## config.mk

```make
export PLATFORM = sky130hd
export DESIGN_NAME = i2c_cmd_seq_flat
export DESIGN_NICKNAME = d
export VERILOG_FILES = /design/src/rtl/i2c_cmd_seq_if.sv /design/src/rtl/i2c_cmd_seq.sv /design/src/flat_wrapper.sv
export SDC_FILE = /design/constraint.sdc
export NUM_CORES = 1
export LEC_CHECK = 0
export ABC_AREA = 1
export CAP_MARGIN = 10
export CORE_MARGIN = 1.5
export CORE_UTILIZATION = 24
export DETAILED_ROUTE_END_ITERATION = 16
export HOLD_SLACK_MARGIN = 0.08
export PLACE_DENSITY = 0.5
export SYNTH_ARGS = -nofsm -noshare
export SYNTH_HDL_FRONTEND = slang
export SYNTH_SLANG_ARGS = --single-unit
export TNS_END_PERCENT = 30
```

## constraint.sdc

```tcl
create_clock -name clk -period 6.5 [get_ports clk]
set_input_delay 1.95 -clock clk [delete_from_list [all_inputs] [get_ports clk]]
set_output_delay 1.95 -clock clk [all_outputs]
set_load 0.01 [all_outputs]
```

## src/rtl/i2c_cmd_seq_if.sv

```systemverilog
`default_nettype none
// =============================================================================
// Module : i2c_cmd_seq_if
// Host command / FIFO / i2c_top-side signal bundle for i2c_cmd_seq.
// Rev    : 1.0
// =============================================================================
interface i2c_cmd_seq_if;
    logic       cmd_valid;
    logic       cmd_ready;
    logic [6:0] cmd_addr;
    logic       cmd_rw;
    logic [3:0] cmd_nbyte;
    logic       tx_wr;
    logic [7:0] tx_data;
    logic       tx_full;
    logic       rx_rd;
    logic [7:0] rx_data;
    logic       rx_empty;
    logic       m_en;
    logic [6:0] m_address;
    logic       m_rw;
    logic [3:0] m_N_byte;
    logic [7:0] m_data_in;
    logic [7:0] m_data_out;
    logic       m_byte_done;
    logic       m_busy;
    logic       done;
    logic       tx_ovf;
    logic       rx_ovf;
    logic       err_timeout;

    // Sequencer side
    modport slave (
        input  cmd_valid, cmd_addr, cmd_rw, cmd_nbyte, tx_wr, tx_data, rx_rd,
               m_data_out, m_byte_done, m_busy,
        output cmd_ready, tx_full, rx_data, rx_empty, m_en, m_address, m_rw,
               m_N_byte, m_data_in, done, tx_ovf, rx_ovf, err_timeout
    );

    // Host / master-model side
    modport master (
        output cmd_valid, cmd_addr, cmd_rw, cmd_nbyte, tx_wr, tx_data, rx_rd,
               m_data_out, m_byte_done, m_busy,
        input  cmd_ready, tx_full, rx_data, rx_empty, m_en, m_address, m_rw,
               m_N_byte, m_data_in, done, tx_ovf, rx_ovf, err_timeout
    );
endinterface
`default_nettype wire

```

## src/rtl/i2c_cmd_seq.sv

```systemverilog
`default_nettype none
// =============================================================================
// Module : i2c_cmd_seq
// Command sequencer in front of i2c_top with TX/RX byte FIFOs.
// Optional watchdog enabled by macro I2C_TIMEOUT_EN.
// Rev    : 1.0
// =============================================================================
module i2c_cmd_seq #(
    parameter int DEPTH          = 8,
    parameter int TIMEOUT_CYCLES = 4096
) (
    input  wire logic     clk,
    input  wire logic     reset,
    i2c_cmd_seq_if.slave  bus
);

    localparam int c_PW = $clog2(DEPTH);
    localparam int c_CW = c_PW + 1;
    localparam logic [c_CW-1:0] c_FULL = c_CW'(DEPTH);

    typedef enum logic [1:0] {
        S_IDLE      = 2'd0,
        S_START     = 2'd1,
        S_XFER      = 2'd2,
        S_WAIT_IDLE = 2'd3
    } state_t;

    state_t          r_state, w_state_nxt;
    logic [6:0]      r_addr;
    logic            r_rw;
    logic [3:0]      r_nbyte, r_cnt;
    logic            r_done, w_done_nxt, w_m_en;
    logic            r_tx_ovf, r_rx_ovf;

    logic [7:0]      r_tx_mem [DEPTH];
    logic [c_PW-1:0] r_tx_wp, r_tx_rp;
    logic [c_CW-1:0] r_tx_cnt;
    logic [7:0]      r_rx_mem [DEPTH];
    logic [c_PW-1:0] r_rx_wp, r_rx_rp;
    logic [c_CW-1:0] r_rx_cnt;

    logic            w_accept, w_byte, w_last, w_timeout;
    logic            w_tx_full, w_rx_full, w_rx_empty;
    logic            w_tx_pop, w_tx_push, w_rx_pop, w_rx_push;
    logic [c_CW-1:0] w_tx_pop_n;

    assign w_tx_full  = (r_tx_cnt == c_FULL);
    assign w_rx_full  = (r_rx_cnt == c_FULL);
    assign w_rx_empty = (r_rx_cnt == '0);

    // A write is only accepted once every one of its bytes is already queued
    assign bus.cmd_ready = (r_state == S_IDLE) && !r_done &&
                           (bus.cmd_rw || (5'(r_tx_cnt) >= {1'b0, bus.cmd_nbyte}));
    assign w_accept  = bus.cmd_valid && bus.cmd_ready;
    assign w_byte    = (r_state == S_XFER) && bus.m_byte_done;
    assign w_last    = w_byte && ((r_cnt + 4'd1) == r_nbyte);

    assign w_tx_pop  = w_byte && !r_rw && (r_tx_cnt != '0);
    assign w_tx_push = bus.tx_wr && (!w_tx_full || w_tx_pop);
    assign w_rx_pop  = bus.rx_rd && !w_rx_empty;
    assign w_rx_push = w_byte && r_rw && (!w_rx_full || w_rx_pop);

`ifdef I2C_TIMEOUT_EN
    localparam int c_WDW = $clog2(TIMEOUT_CYCLES + 1);
    logic [c_WDW-1:0] r_wdog;
    logic             r_err_timeout;
    logic [4:0]       w_rem;

    assign w_timeout = (r_state != S_IDLE) && !bus.m_byte_done &&
                       (r_wdog == c_WDW'(TIMEOUT_CYCLES));
    // Bytes of the aborted write still sitting in the TX FIFO
    assign w_rem = {1'b0, r_nbyte} - {1'b0, r_cnt};
    assign w_tx_pop_n = w_tx_pop ? c_CW'(1) :
                        (w_timeout && !r_rw) ?
                            ((5'(r_tx_cnt) < w_rem) ? r_tx_cnt : c_CW'(w_rem)) : '0;
    assign bus.err_timeout = r_err_timeout;

    always_ff @(posedge clk or posedge reset) begin
        if (reset) begin
            r_wdog        <= '0;
            r_err_timeout <= 1'b0;
        end else begin
            if (w_accept || bus.m_byte_done || (r_state == S_IDLE))
                r_wdog <= '0;
            else if (r_wdog != c_WDW'(TIMEOUT_CYCLES))
                r_wdog <= r_wdog + 1'b1;
            if (w_timeout)
                r_err_timeout <= 1'b1;
        end
    end
`else
    assign w_timeout  = 1'b0;
    assign w_tx_pop_n = w_tx_pop ? c_CW'(1) : '0;
    // Watchdog absent: flag is a constant 0
    assign bus.err_timeout = (TIMEOUT_CYCLES < 0);
`endif

    always_comb begin
        w_state_nxt = r_state;
        w_m_en      = 1'b0;
        w_done_nxt  = 1'b0;
        case (r_state)
            S_IDLE: begin
                if (w_accept)
                    w_state_nxt = S_START;
            end
            S_START: begin
                w_m_en = 1'b1;
                if (bus.m_busy)
                    w_state_nxt = (r_nbyte == 4'd0) ? S_WAIT_IDLE : S_XFER;
            end
            S_XFER: begin
                w_m_en = !w_last;
                if (w_last)
                    w_state_nxt = S_WAIT_IDLE;
            end
            S_WAIT_IDLE: begin
                if (!bus.m_busy) begin
                    w_state_nxt = S_IDLE;
                    w_done_nxt  = 1'b1;
                end
            end
            default: w_state_nxt = S_IDLE;
        endcase
        if (w_timeout) begin
            w_state_nxt = S_IDLE;
            w_m_en      = 1'b0;
            w_done_nxt  = 1'b1;
        end
    end

    always_ff @(posedge clk or posedge reset) begin
        if (reset) begin
            r_state  <= S_IDLE;
            r_done   <= 1'b0;
            r_addr   <= '0;
            r_rw     <= 1'b0;
            r_nbyte  <= '0;
            r_cnt    <= '0;
            r_tx_ovf <= 1'b0;
            r_rx_ovf <= 1'b0;
        end else begin
            r_state <= w_state_nxt;
            r_done  <= w_done_nxt;
            if (w_accept) begin
                r_addr  <= bus.cmd_addr;
                r_rw    <= bus.cmd_rw;
                r_nbyte <= bus.cmd_nbyte;
                r_cnt   <= '0;
            end else if (w_byte) begin
                r_cnt <= r_cnt + 4'd1;
            end
            if (bus.tx_wr && !w_tx_push)
                r_tx_ovf <= 1'b1;
            if (w_byte && r_rw && !w_rx_push)
                r_rx_ovf <= 1'b1;
        end
    end

    always_ff @(posedge clk or posedge reset) begin
        if (reset) begin
            for (int i = 0; i < DEPTH; i++) begin
                r_tx_mem[i] <= '0;
                r_rx_mem[i] <= '0;
            end
            r_tx_wp  <= '0;
            r_tx_rp  <= '0;
            r_tx_cnt <= '0;
            r_rx_wp  <= '0;
            r_rx_rp  <= '0;
            r_rx_cnt <= '0;
        end else begin
            if (w_tx_push) begin
                r_tx_mem[r_tx_wp] <= bus.tx_data;
                r_tx_wp           <= r_tx_wp + 1'b1;
            end
            r_tx_rp  <= r_tx_rp + c_PW'(w_tx_pop_n);
            r_tx_cnt <= r_tx_cnt + c_CW'(w_tx_push) - w_tx_pop_n;

            if (w_rx_push) begin
                r_rx_mem[r_rx_wp] <= bus.m_data_out;
                r_rx_wp           <= r_rx_wp + 1'b1;
            end
            if (w_rx_pop)
                r_rx_rp <= r_rx_rp + 1'b1;
            r_rx_cnt <= r_rx_cnt + c_CW'(w_rx_push) - c_CW'(w_rx_pop);
        end
    end

    assign bus.m_en      = w_m_en;
    assign bus.m_address = r_addr;
    assign bus.m_rw      = r_rw;
    assign bus.m_N_byte  = r_nbyte;
    assign bus.m_data_in = r_tx_mem[r_tx_rp];
    assign bus.tx_full   = w_tx_full;
    assign bus.rx_data   = r_rx_mem[r_rx_rp];
    assign bus.rx_empty  = w_rx_empty;
    assign bus.done      = r_done;
    assign bus.tx_ovf    = r_tx_ovf;
    assign bus.rx_ovf    = r_rx_ovf;

endmodule
`default_nettype wire
```

## src/flat_wrapper.sv

```systemverilog
// flat-port wrapper written by rule: the top's interface ports become plain ports
module i2c_cmd_seq_flat 
#(
    parameter int DEPTH          = 8,
    parameter int TIMEOUT_CYCLES = 4096
)
  (clk, reset, bus_cmd_valid, bus_cmd_addr, bus_cmd_rw, bus_cmd_nbyte, bus_tx_wr, bus_tx_data, bus_rx_rd, bus_m_data_out, bus_m_byte_done, bus_m_busy, bus_cmd_ready, bus_tx_full, bus_rx_data, bus_rx_empty, bus_m_en, bus_m_address, bus_m_rw, bus_m_N_byte, bus_m_data_in, bus_done, bus_tx_ovf, bus_rx_ovf, bus_err_timeout);
  i2c_cmd_seq_if bus_i ();
  input  wire logic clk;
  input  wire logic reset;
  input wire logic [$bits(bus_i.cmd_valid)-1:0] bus_cmd_valid;
  input wire logic [$bits(bus_i.cmd_addr)-1:0] bus_cmd_addr;
  input wire logic [$bits(bus_i.cmd_rw)-1:0] bus_cmd_rw;
  input wire logic [$bits(bus_i.cmd_nbyte)-1:0] bus_cmd_nbyte;
  input wire logic [$bits(bus_i.tx_wr)-1:0] bus_tx_wr;
  input wire logic [$bits(bus_i.tx_data)-1:0] bus_tx_data;
  input wire logic [$bits(bus_i.rx_rd)-1:0] bus_rx_rd;
  input wire logic [$bits(bus_i.m_data_out)-1:0] bus_m_data_out;
  input wire logic [$bits(bus_i.m_byte_done)-1:0] bus_m_byte_done;
  input wire logic [$bits(bus_i.m_busy)-1:0] bus_m_busy;
  output wire logic [$bits(bus_i.cmd_ready)-1:0] bus_cmd_ready;
  output wire logic [$bits(bus_i.tx_full)-1:0] bus_tx_full;
  output wire logic [$bits(bus_i.rx_data)-1:0] bus_rx_data;
  output wire logic [$bits(bus_i.rx_empty)-1:0] bus_rx_empty;
  output wire logic [$bits(bus_i.m_en)-1:0] bus_m_en;
  output wire logic [$bits(bus_i.m_address)-1:0] bus_m_address;
  output wire logic [$bits(bus_i.m_rw)-1:0] bus_m_rw;
  output wire logic [$bits(bus_i.m_N_byte)-1:0] bus_m_N_byte;
  output wire logic [$bits(bus_i.m_data_in)-1:0] bus_m_data_in;
  output wire logic [$bits(bus_i.done)-1:0] bus_done;
  output wire logic [$bits(bus_i.tx_ovf)-1:0] bus_tx_ovf;
  output wire logic [$bits(bus_i.rx_ovf)-1:0] bus_rx_ovf;
  output wire logic [$bits(bus_i.err_timeout)-1:0] bus_err_timeout;
  assign bus_i.cmd_valid = bus_cmd_valid;
  assign bus_i.cmd_addr = bus_cmd_addr;
  assign bus_i.cmd_rw = bus_cmd_rw;
  assign bus_i.cmd_nbyte = bus_cmd_nbyte;
  assign bus_i.tx_wr = bus_tx_wr;
  assign bus_i.tx_data = bus_tx_data;
  assign bus_i.rx_rd = bus_rx_rd;
  assign bus_i.m_data_out = bus_m_data_out;
  assign bus_i.m_byte_done = bus_m_byte_done;
  assign bus_i.m_busy = bus_m_busy;
  assign bus_cmd_ready = bus_i.cmd_ready;
  assign bus_tx_full = bus_i.tx_full;
  assign bus_rx_data = bus_i.rx_data;
  assign bus_rx_empty = bus_i.rx_empty;
  assign bus_m_en = bus_i.m_en;
  assign bus_m_address = bus_i.m_address;
  assign bus_m_rw = bus_i.m_rw;
  assign bus_m_N_byte = bus_i.m_N_byte;
  assign bus_m_data_in = bus_i.m_data_in;
  assign bus_done = bus_i.done;
  assign bus_tx_ovf = bus_i.tx_ovf;
  assign bus_rx_ovf = bus_i.rx_ovf;
  assign bus_err_timeout = bus_i.err_timeout;
  i2c_cmd_seq #(.DEPTH(DEPTH), .TIMEOUT_CYCLES(TIMEOUT_CYCLES)) u_core (.clk(clk), .reset(reset), .bus(bus_i));
endmodule
```

-- After elaboration in Yosys (flattened, before gate mapping)
Index checks and enable logic that the tools add are counted.
- shift operators: 0
- add/subtract/negate cells: 9
- bitwise logic cells: 4
- $lt $le $gt $ge: 7
- multipliers: 0
- equality and inequality tests: 10
- divide/modulo/power cells: 0
- mux-type cells: 24
- reduce and logical (&&, ||, !) cells: 32
- operators by type and width (cell ; number):
    64-bit bitwise mux ; 2
    8-bit binary-select mux with 3-bit select ; 2
    8-bit demux with 3-bit select ; 2
    8-bit 2-to-1 mux ; 6
    4-bit >= comparator, second input constant ; 4
    3-bit inverter with 4-bit output ; 4
    1-bit logical AND ; 15
    3-bit by 1-bit adder with 3-bit output, second input constant ; 3
    4-bit by 1-bit adder with 4-bit output ; 2
    4-bit equality test, second input constant ; 2
    1-bit logical NOT ; 8
    4-bit logical NOT ; 2
    4-bit by 1-bit less-than comparator with 1-bit output, second input constant ; 2
    2-bit 2-to-1 mux ; 4
    4-bit 2-to-1 mux ; 2
    2-bit one-hot mux with 4 select lines ; 1
    4-bit by 1-bit adder with 4-bit output, second input constant ; 1
    2-bit equality test, second input constant ; 2
    4-bit equality test ; 1
    4-bit >= comparator ; 1
    1-bit 2-to-1 mux ; 4
    2-bit by 1-bit inequality test with 1-bit output, second input constant ; 2
    2-bit inequality test, second input constant ; 2
    4-bit AND reduction ; 1
    other kinds (9) ; 11
- register bits after elaboration: 169
- ROM bits: 0
- RAM bits: 0
- bits in latches: 0
- output and inout port bits: 36
- memories: 0
- logic and storage cells: 116
- input port bits: 35

-- Depth between registers and ports, before layout
Gate-level depths: netlist (run 1).
- word-level depth: 8
- mapped depth: 13
- gate-level depth less buffers: 12

-- Worst setup path before layout (run 1)
Ideal clock, no wire load.
- kind: input -> output
- start point: in bus_m_byte_done
- end point: out bus_m_en
- arrival time: 2.812 ns
- cell stages on the path: 7
- data required time: 4.550 ns
- path buffers: 0
- path slack: 1.738 ns
- cell sequence: nand2_2 -> clkinv_4 -> o21ai_0 -> nor2_1 -> nand2_1 -> o21ai_0 -> a21boi_0
- word-level cells in the longest chain between the ends: 4
- ends and longest elaborated chain (item ; line ; text):
    start, declared ; flat_wrapper.sv:19 ; input wire logic [$bits(bus_i.m_byte_done)-1:0] bus_m_byte_done;
    1-bit logical AND ; i2c_cmd_seq.sv:55 ; assign w_byte = (r_state == S_XFER) && bus.m_byte_done;
    1-bit logical AND ; i2c_cmd_seq.sv:56 ; assign w_last = w_byte && ((r_cnt + 4'd1) == r_nbyte);
    1-bit logical NOT ; i2c_cmd_seq.sv:113 ; w_m_en = !w_last;
    1-bit one-hot mux with 2 select lines ; i2c_cmd_seq.sv:102 ; case (r_state)
    end, declared ; flat_wrapper.sv:25 ; output wire logic [$bits(bus_i.m_en)-1:0] bus_m_en;
No other way between the ends.

-- Worst setup path after layout (run 1)
Ends and elaborated chain as after synthesis.

==> impl_metrics.tcl, run 1 <==
set metrics [dict create \
    area_growth_pct 19.13 \
    synthCells 940 \
    clock_skew_ns 0.01207 \
    grt_pass1_vias 6057 \
    viasPerCell 4.315 \
    holdBufCountCts 0 \
    ant_nets 0 \
    initial_core_util 0.2458 \
    root_buffer "clkbuf_16" \
    grt_start_max_net_pins 170 \
    ys_seq_area_frac 0.5092 \
    die_w_um 189.0 \
    cp.arrival_ns 3.91 \
    dr.first_iter.drc_count 532 \
    h-tree-depth 4 \
    cp-end-kind "output port" \
    p_per_area_nw_per_um2 492.3 \
    antenna_found_initial 0 \
    clkLatencyLatePin_ns 0.43 \
    synth_area_leaders "dfrtp_1, o21ai_0, nand2_1, nor2_1, ha_1" \
    routedWlPerCell_um 13.51 \
    clockBufferDepth 2 \
    grt_pass1_wl_um 33200 \
    timing.fmax_ghz 0.1706 \
    synth.most_common_cell "nand2_1" \
    cts_resized 0 \
    fin_crit_sh 0.9017 \
    setup_viol 0 \
    synth_top_area_frac 0.5092 \
    power_leakage_nw 4.456 \
    numCtsBuffers 17 \
    slew_violations 0 \
    cp_max_fo 9 \
    clk_pin_slew_ns 0.06 \
    gp_congestion 0.7560 \
    dpl_cell_area_um2 9305 \
    critical_path_class "primary input to output port" \
    syn_nets 1004 \
    cp-start-kind "primary input" \
    required_ns 4.55 \
    grt.total_usage 0.1157 \
    routed-via-count 6265 \
    setup_ws_ns 0.6387 \
    dp_slack_ns 0.6361 \
    drcViolationCount 0 \
    cts_setup_buffers 0 \
    num_antenna_cells 0 \
    drive_gt1_frac 0.07271 \
    cts.sinks 169 \
    period_minus_slack_ns 5.861 \
    core_area_um2 33780 \
    final_area_um2 9894 \
    slew-limit-headroom 0.3243 \
    ys_ff_latch 169 \
    hold_violations 0 \
    synth.lib_cells_used.distinct 37 \
    syn_area_um2 8305 \
    die_h_um 189.0 \
    cts_tree "yes" \
    max_cap_viol_count 0 \
    die_area_um2 35730 \
    status "finished clean" \
    nets 1055 \
    placementRows 67 \
    ys_warn_count 0 \
    ir_worst_vdd_mv 0.1775 \
    first_pass_iters 5 \
    grt_setup_unrepaired "no" \
    synth_edf_count 0 \
    ys.flop_type "dfrtp_1" \
    synth.avg_cell_area_um2 8.836 \
    tightest_slew_ns 1.012 \
    wl_um 19620 \
    grt_overflow 0 \
    io_buffer_count 69 \
    tns_ns 0 \
    async_reset_ff_frac 1.000 \
    hp-class "register to register" \
    synth_commonest_cells "nand2_1, dfrtp_1, o21ai_0" \
    ioPinCount 71 \
    place_hpwl_um 12400 \
    synth_area_leader_cell "dfrtp_1" \
]
[power by group]
group          internal (W)  total (W)  switching [W]
clock              0.000579    0.00104       0.000462
sequential          0.00149    0.00181       0.000315
combinational      0.000863    0.00202        0.00116
total               0.00293    0.00487        0.00194
[per-layer routing]
layer	vias to the layer above	part of all wire	routed length (um)	GRT usage
met3	14	0.026	508	0.02206
met5	-	0	0	0
met1	2971	0.49	9666	0.1572
li1	3197	-	-	-
met4	0	0.013	252	0.03236
met2	83	0.47	9194	0.1872
[logic make-up (layout without fill, tap and decap cells)]
group / after synthesis / count (layout) / share of synthesized area
AO/OA/AOI/OAI: 253 / 253 / 0.1638
XOR/XNOR: 11 / 11 / 0.01160
adder cells (fa/ha/maj): 29 / 29 / 0.04550
buffers and inverters: 122 / 186 / 0.07291
flip-flops: 169 / 169 / 0.5092
other: 1 / 1 / 0.0004515
AND/OR/NAND/NOR: 355 / 355 / 0.1966
[cells in the final DEF, fill, tap and decap left out, drive strengths merged]
cell and instances:
o21bai 1, buf 3, nand3b 2, fa 2
nand3 13, nand4 16, a21oi 5, o21ai 213
a31o 1, nor3b 1, a31oi 16, nand2 196
o22ai 16, nor2 127, a21boi 1, clkbuf 19
bufinv 2, dfrtp 169, xor2 7, ha 27
inv 86, clkinvlp 4, clkinv 3, xnor2 4
conb 1, clkdlybuf4s50 69
[state kept, by name (all words and copies together), names as in the netlist]
name	cells
u_core.bus.done	1
u_core.bus.m_N_byte	4
u_core.bus.m_address	7
u_core.bus.m_rw	1
u_core.bus.rx_ovf	1
u_core.bus.tx_ovf	1
u_core.r_cnt	4
u_core.r_rx_cnt	4
u_core.r_rx_mem	64
u_core.r_rx_rp	3
u_core.r_rx_wp	3
u_core.r_state	2
u_core.r_tx_cnt	4
u_core.r_tx_mem	64
u_core.r_tx_rp	3
u_core.r_tx_wp	3
[path summary, 6_finish.rpt]
| path | start | endpoint | slack [ns] | depth (start not counted) |
|---|---|---|---|---|
| hold reg to reg | u_core.r_tx_rp[2] | u_core.r_tx_rp[2] | 0.46 | 1 |
| max in group asynchronous | reset | u_core.r_tx_cnt[1] | 3.67 | 3 |
| setup reg to reg | u_core.r_state[0] | u_core.r_rx_cnt[2] | 3.86 | 10 |
| hold / removal | u_core.r_tx_rp[2] | u_core.r_tx_rp[2] | 0.46 | 1 |
| min in group asynchronous | reset | u_core.r_rx_mem[53] | 2.13 | 3 |
| setup / recovery | bus_m_byte_done | bus_m_en | 0.64 | 9 |
[worst max-delay path: stages]
cell             delay, ns
clkdlybuf4s50_1       0.48
nand2_2               0.10
clkinv_4              0.10
o21ai_0               0.08
nor2_1                0.11
nand2_1               0.05
o21ai_0               0.36
a21boi_0              0.15
clkdlybuf4s50_1       0.51
[cell type report]
type                            count  area (um^2)
Multi-Input combinational cell    649         3471
Tap cell                          448        560.5
Clock inverter                     13        156.4
Clock buffer                       19        432.9
Inverter                           82        319.1
Fill cell                        3602        23890
Timing Repair Buffer               72        725.7
Sequential cell                   169         4229
[through the flow]
stage	power (W)	hold WS [ns]	std cells	util
3_5_place_dp	0.003879	0.4585	1420	0.2754
2_1_floorplan	0.003161	0.4383	940	-
6_report	0.004871	0.4641	1452	0.2929
3_3_place_gp	0.003854	0.4529	1420	0.2754
5_1_grt	0.005310	0.5002	1452	0.2929
4_1_cts	0.004953	0.4689	1452	0.2929
(Power assumes the default switching activity.)
==> inputs of run 2 (changes only) <==
--- a/config.mk
+++ b/config.mk
@@ -9,6 +9,7 @@
 export CAP_MARGIN = 10
 export CORE_MARGIN = 1.5
 export CORE_UTILIZATION = 24
+export CTS_BUF_LIST = sky130_fd_sc_hd__clkbuf_16
 export DETAILED_ROUTE_END_ITERATION = 16
 export HOLD_SLACK_MARGIN = 0.08
 export PLACE_DENSITY = 0.5
==> run 2 against run 1 <==
Net effect:
- wire length is essentially flat
- register-to-register slack is essentially flat
- via count is essentially flat
- worst hold slack is essentially flat
- clock skew is essentially flat
- critical path depth is the same
- sequential share of layout area is the same
- core utilization is the same
- sequential power is essentially flat
- first-iteration DRC count is the same
- die area is the same
- sequential cell count is the same
==> impl_metrics.tcl, run 2 (synthesized netlist as in run 1, its figures left out) <==
set metrics [dict create \
    status "finished clean" \
    wl_um 19630 \
    core_area_um2 33780 \
    tns_ns 0 \
    cts_tree "yes" \
    cts_resized 0 \
    io_buffer_count 69 \
    die_area_um2 35730 \
    clk_pin_slew_ns 0.06 \
    routedWlPerCell_um 13.52 \
    num_antenna_cells 0 \
    period_minus_slack_ns 5.861 \
    setup.worst_path.start "bus_m_byte_done" \
    holdBufCountCts 0 \
    placementRows 67 \
    crit_chain "clkdlybuf4s50_1 > nand2_2 > clkinv_4 > o21ai_0 > nor2_1 > nand2_1 > o21ai_0 > a21boi_0 > clkdlybuf4s50_1" \
    cp_top_family "buffers and inverters" \
    combPwrFrac 0.416 \
    required_ns 4.55 \
    dr.max_layer_used "met4" \
    p_seq_frac 0.371 \
    final_common_cell "nand2_1" \
    min_from "u_core.r_tx_rp[2]" \
    h-tree-depth 4 \
    slew_violations 0 \
    die_h_um 189.0 \
    power_frac_clock 0.213 \
    p_per_area_nw_per_um2 492.1 \
    numCtsBuffers 17 \
    wl_met3_um 509 \
    drive_gt1_frac 0.07271 \
    tightest_slew_ns 1.012 \
    cpPeakStageDelay_ns 0.51 \
    setup_ws_ns 0.6387 \
    p_int_w 0.002929 \
    setup_viol 0 \
    ir_worst_vdd_mv 0.1777 \
    grt_overflow 0 \
    power_leakage_nw 4.464 \
    cp_max_fo 9 \
    most-common-layout-cells "nand2_1, dfrtp_1, o21ai_0, nor2_1, inv_1" \
    critPathBufInv 3 \
    root_buffer "clkbuf_16" \
    slew-limit-headroom 0.3247 \
    hold_violations 0 \
    first_pass_iters 5 \
    cp-start-kind "primary input" \
    antenna_found_initial 0 \
    initial_core_util 0.2458 \
    hp-class "register to register" \
    nets 1055 \
    grt_pass1_wl_um 33200 \
    cp-end-kind "output port" \
    grt_start_max_net_pins 170 \
    dr.first_iter.drc_count 532 \
    timing.fmax_ghz 0.1706 \
    multi_input_area_um2 3471 \
    critical_path_class "primary input to output port" \
    grt.total_usage 0.1157 \
    ioPinCount 71 \
    fin_crit_sh 0.9017 \
    p_sw_w 0.001940 \
    met1_length_um 9683 \
    routed-via-count 6268 \
    gp_congestion 0.7560 \
    grt_setup_unrepaired "no" \
    switching_share 0.3983 \
    clockBufferDepth 2 \
    max_cap_viol_count 0 \
    drcViolationCount 0 \
    register_area_um2 4229 \
    cp.arrival_ns 3.91 \
    cts.sinks 169 \
    place_hpwl_um 12400 \
    postLayoutCoreUtil 0.2929 \
    clkLatencyLatePin_ns 0.43 \
    die_w_um 189.0 \
    r2r_start "u_core.r_state[0]" \
    clock_skew_ns 0.01221 \
    dp_slack_ns 0.6361 \
    cts_setup_buffers 0 \
    viasPerCell 4.317 \
    p_total_w 0.004869 \
    cp_slowest_cell "clkdlybuf4s50_1" \
    ant_nets 0 \
    fillers 3602 \
    area_growth_pct 19.13 \
    wl_met2_um 9181 \
    grt_pass1_vias 6057 \
]
==> run 2: final cells by class <==
cell class | count | share of cell area
Timing Repair Buffer | 72 | 0.07334
Inverter | 82 | 0.03225
Clock inverter | 15 | 0.01657
Tap cell | 448 | 0.05665
Sequential cell | 169 | 0.4274
Clock buffer | 17 | 0.04299
Multi-Input combinational cell | 649 | 0.3508
==> run 2: per-layer routing <==
layer,global-route usage,vias up
li1,-,3198
met1,0.1572,2973
met2,0.1872,83
met3,0.02206,14
met4,0.03236,0
met5,0,-
==> run 2: through the flow <==
step	cells	hold slack [ns]	cell area [um^2]
2_1_floorplan	940	0.4383	8309
3_3_place_gp	1420	0.4529	9305
3_5_place_dp	1420	0.4585	9305
4_1_cts	1452	0.4689	9894
5_1_grt	1452	0.5002	9894
6_report	1452	0.4641	9894
==> run 2: worst paths after layout <==
| path | endpoint | slack [ns] | cells past startpoint |
|---|---|---|---|
| max in group asynchronous | u_core.r_tx_rp[1] | 3.67 | 3 |
| hold reg to reg | u_core.r_tx_rp[2] | 0.46 | 1 |
| hold / removal | u_core.r_tx_rp[2] | 0.46 | 1 |
| setup / recovery | bus_m_en | 0.64 | 9 |
| min in group asynchronous | u_core.r_rx_mem[53] | 2.13 | 3 |
| setup reg to reg | u_core.r_rx_cnt[2] | 3.86 | 10 |
==> run 2: worst register-to-register path, cell delays in order (launching register included) <==
cell and delay (ns):
dfrtp_1 0.42, inv_1 0.16, ha_1 0.20, nand2_2 0.10, nor2_1 0.17, nand2_1 0.12
inv_2 0.45, ha_1 0.29, inv_1 0.06, fa_1 0.40, xnor2_1 0.13
==> run 2: power by group through the flow <==
stage | registers, W | logic [W] | clock network (W)
after floorplan | 0.00175 | 0.00141 | 0
after global placement | 0.00181 | 0.00204 | 0
after detailed placement | 0.00182 | 0.00206 | 0
after CTS | 0.00181 | 0.00207 | 0.00107
after global routing | 0.00187 | 0.00232 | 0.00112
final | 0.00181 | 0.00202 | 0.00104
==> inputs of run 3 (changes only) <==
--- a/config.mk
+++ b/config.mk
@@ -8,11 +8,11 @@
 export ABC_AREA = 1
 export CAP_MARGIN = 10
 export CORE_MARGIN = 1.5
-export CORE_UTILIZATION = 24
+export CORE_UTILIZATION = 35
 export CTS_BUF_LIST = sky130_fd_sc_hd__clkbuf_16
 export DETAILED_ROUTE_END_ITERATION = 16
 export HOLD_SLACK_MARGIN = 0.08
-export PLACE_DENSITY = 0.5
+export PLACE_DENSITY = 0.64
 export SYNTH_ARGS = -nofsm -noshare
 export SYNTH_HDL_FRONTEND = slang
 export SYNTH_SLANG_ARGS = --single-unit
==> run 3 against run 2 <==
Net effect:
- cell count down 8.9%
- sequential power about the same
- via count about the same
- highest routed layer unchanged
- combinational power about the same
- total power down 2.0%
- fmax up 0.43%
- critical path type unchanged
==> impl_metrics.tcl, run 3 (synthesized netlist as in run 1, its figures left out) <==
set metrics [dict create \
    fin_crit_sh 0.8979 \
    finalHoldWorstSlack_ns 0.4768 \
    io_buffer_count 69 \
    cp-end-kind "output port" \
    cts_setup_buffers 0 \
    r2r_start "u_core.r_state[0]" \
    p_sw_w 0.001917 \
    placementRows 56 \
    most-common-layout-cells "nand2_1, dfrtp_1, o21ai_0, nor2_1, inv_1" \
    holdBufCountCts 0 \
    wl_um 18300 \
    ir_worst_vdd_mv 0.2590 \
    place_hpwl_um 11430 \
    slew_violations 0 \
    clock_skew_ns 0.01182 \
    core_area_um2 23400 \
    p_int_w 0.002852 \
    viasPerCell 4.739 \
    slew-limit-headroom 0.3608 \
    register_area_um2 4229 \
    critical_path_class "primary input to output port" \
    clkLatencyLatePin_ns 0.43 \
    first_pass_iters 5 \
    ioPinCount 71 \
    grt_overflow 0 \
    gp_congestion 0.7849 \
    final_common_cell "nand2_1" \
    ant_nets 0 \
    h-tree-depth 4 \
    clockBufferDepth 2 \
    final_area_um2 9687 \
    routed-via-count 6270 \
    fillers 2349 \
    hold_violations 0 \
    crit_chain "clkdlybuf4s50_1 > nand2_2 > clkinv_4 > o21ai_0 > nor2_1 > nand2_1 > o21ai_0 > a21boi_0 > clkdlybuf4s50_1" \
    hp-class "register to register" \
    p_seq_frac 0.379 \
    cp_slowest_cell "clkdlybuf4s50_1" \
    routedWlPerCell_um 13.83 \
    grt_pass1_vias 5920 \
    cp_max_fo 9 \
    cp.arrival_ns 3.89 \
    switching_share 0.4020 \
    tns_ns 0 \
    cts_tree "yes" \
    drcViolationCount 0 \
    p_per_area_nw_per_um2 492.4 \
    die_w_um 157.0 \
    power_leakage_nw 4.446 \
    timing.fmax_ghz 0.1713 \
    nets 1055 \
    dr.first_iter.drc_count 484 \
    dpl_cell_area_um2 9144 \
    cts_resized 0 \
    drive_gt1_frac 0.07271 \
    combPwrFrac 0.422 \
    multi_input_area_um2 3471 \
    period_minus_slack_ns 5.836 \
    p_total_w 0.004770 \
    cpPeakStageDelay_ns 0.51 \
    num_antenna_cells 0 \
    grt_setup_unrepaired "no" \
    clk_pin_slew_ns 0.06 \
    antenna_found_initial 0 \
    cp-start-kind "primary input" \
    setup_viol 0 \
    cts.sinks 169 \
    cp_top_family "buffers and inverters" \
    numCtsBuffers 17 \
    status "finished clean" \
    initial_core_util 0.3549 \
    required_ns 4.55 \
    grt.total_usage 0.1572 \
    root_buffer "clkbuf_16" \
    grt_start_max_net_pins 170 \
    min_from "u_core.r_tx_rp[2]" \
    setup.worst_path.start "bus_m_byte_done" \
    critPathBufInv 3 \
    tightest_slew_ns 0.9577 \
    max_cap_viol_count 0 \
    die_area_um2 24660 \
    area_growth_pct 16.63 \
    grt_pass1_wl_um 30620 \
    die_h_um 157.0 \
    power_frac_clock 0.199 \
]
## run 3: routing by layer
| layer | track usage | part of all wire |
|---|---|---|
| met1 | 0.2154 | 0.49 |
| met2 | 0.2539 | 0.46 |
| met3 | 0.02863 | 0.035 |
| met4 | 0.04627 | 0.011 |
| met5 | 0 | 0 |
## run 3: layout make-up
cell class / count / share of cell area
flip-flops and latches: 169 / 0.4366
clock inverters: 15 / 0.01214
clock buffers: 17 / 0.04392
repair buffers: 72 / 0.07492
inverters: 82 / 0.03294
multi-input cells: 649 / 0.3583
well taps: 319 / 0.04120
## run 3: power by group through the flow
stage,clock (W),combinational (W),sequential [W]
2_1_floorplan,0,0.00141,0.00175
5_1_grt,0.00102,0.00231,0.00187
4_1_cts,0.000977,0.00204,0.00181
3_5_place_dp,0,0.00202,0.00182
6_report,0.000949,0.00201,0.00181
3_3_place_gp,0,0.00199,0.00181
## run 3: worst reg2reg max path, delay by kind of cell (launching register included)
family | cells | cell delay (ns)
adders and majority gates | 3 | 0.91
DFF | 1 | 0.42
buffers and inverters | 3 | 0.66
xor gates and xnor gates | 1 | 0.13
and+or+nand+nor | 3 | 0.38
## run 3: path summary, 6_finish.rpt
path	cells past startpoint	slack, ns	endpoint
max reg2reg	10	3.89	u_core.r_rx_cnt[2]
min	1	0.48	u_core.r_tx_rp[2]
min in group asynchronous	3	2.09	u_core.r_rx_mem[38]
max	9	0.66	bus_m_en
max in group asynchronous	3	3.69	u_core.r_rx_mem[42]
min reg2reg	1	0.48	u_core.r_tx_rp[2]
## run 3: metrics by stage
stage / instances / setup slack (ns) / utilization
after floorplan: 940 / 1.738 / -
after global placement: 1291 / 0.7028 / 0.3907
after detailed placement: 1291 / 0.6493 / 0.3907
after CTS: 1323 / 0.6561 / 0.4139
after global routing: 1323 / 0.4595 / 0.4139
final: 1323 / 0.6638 / 0.4139
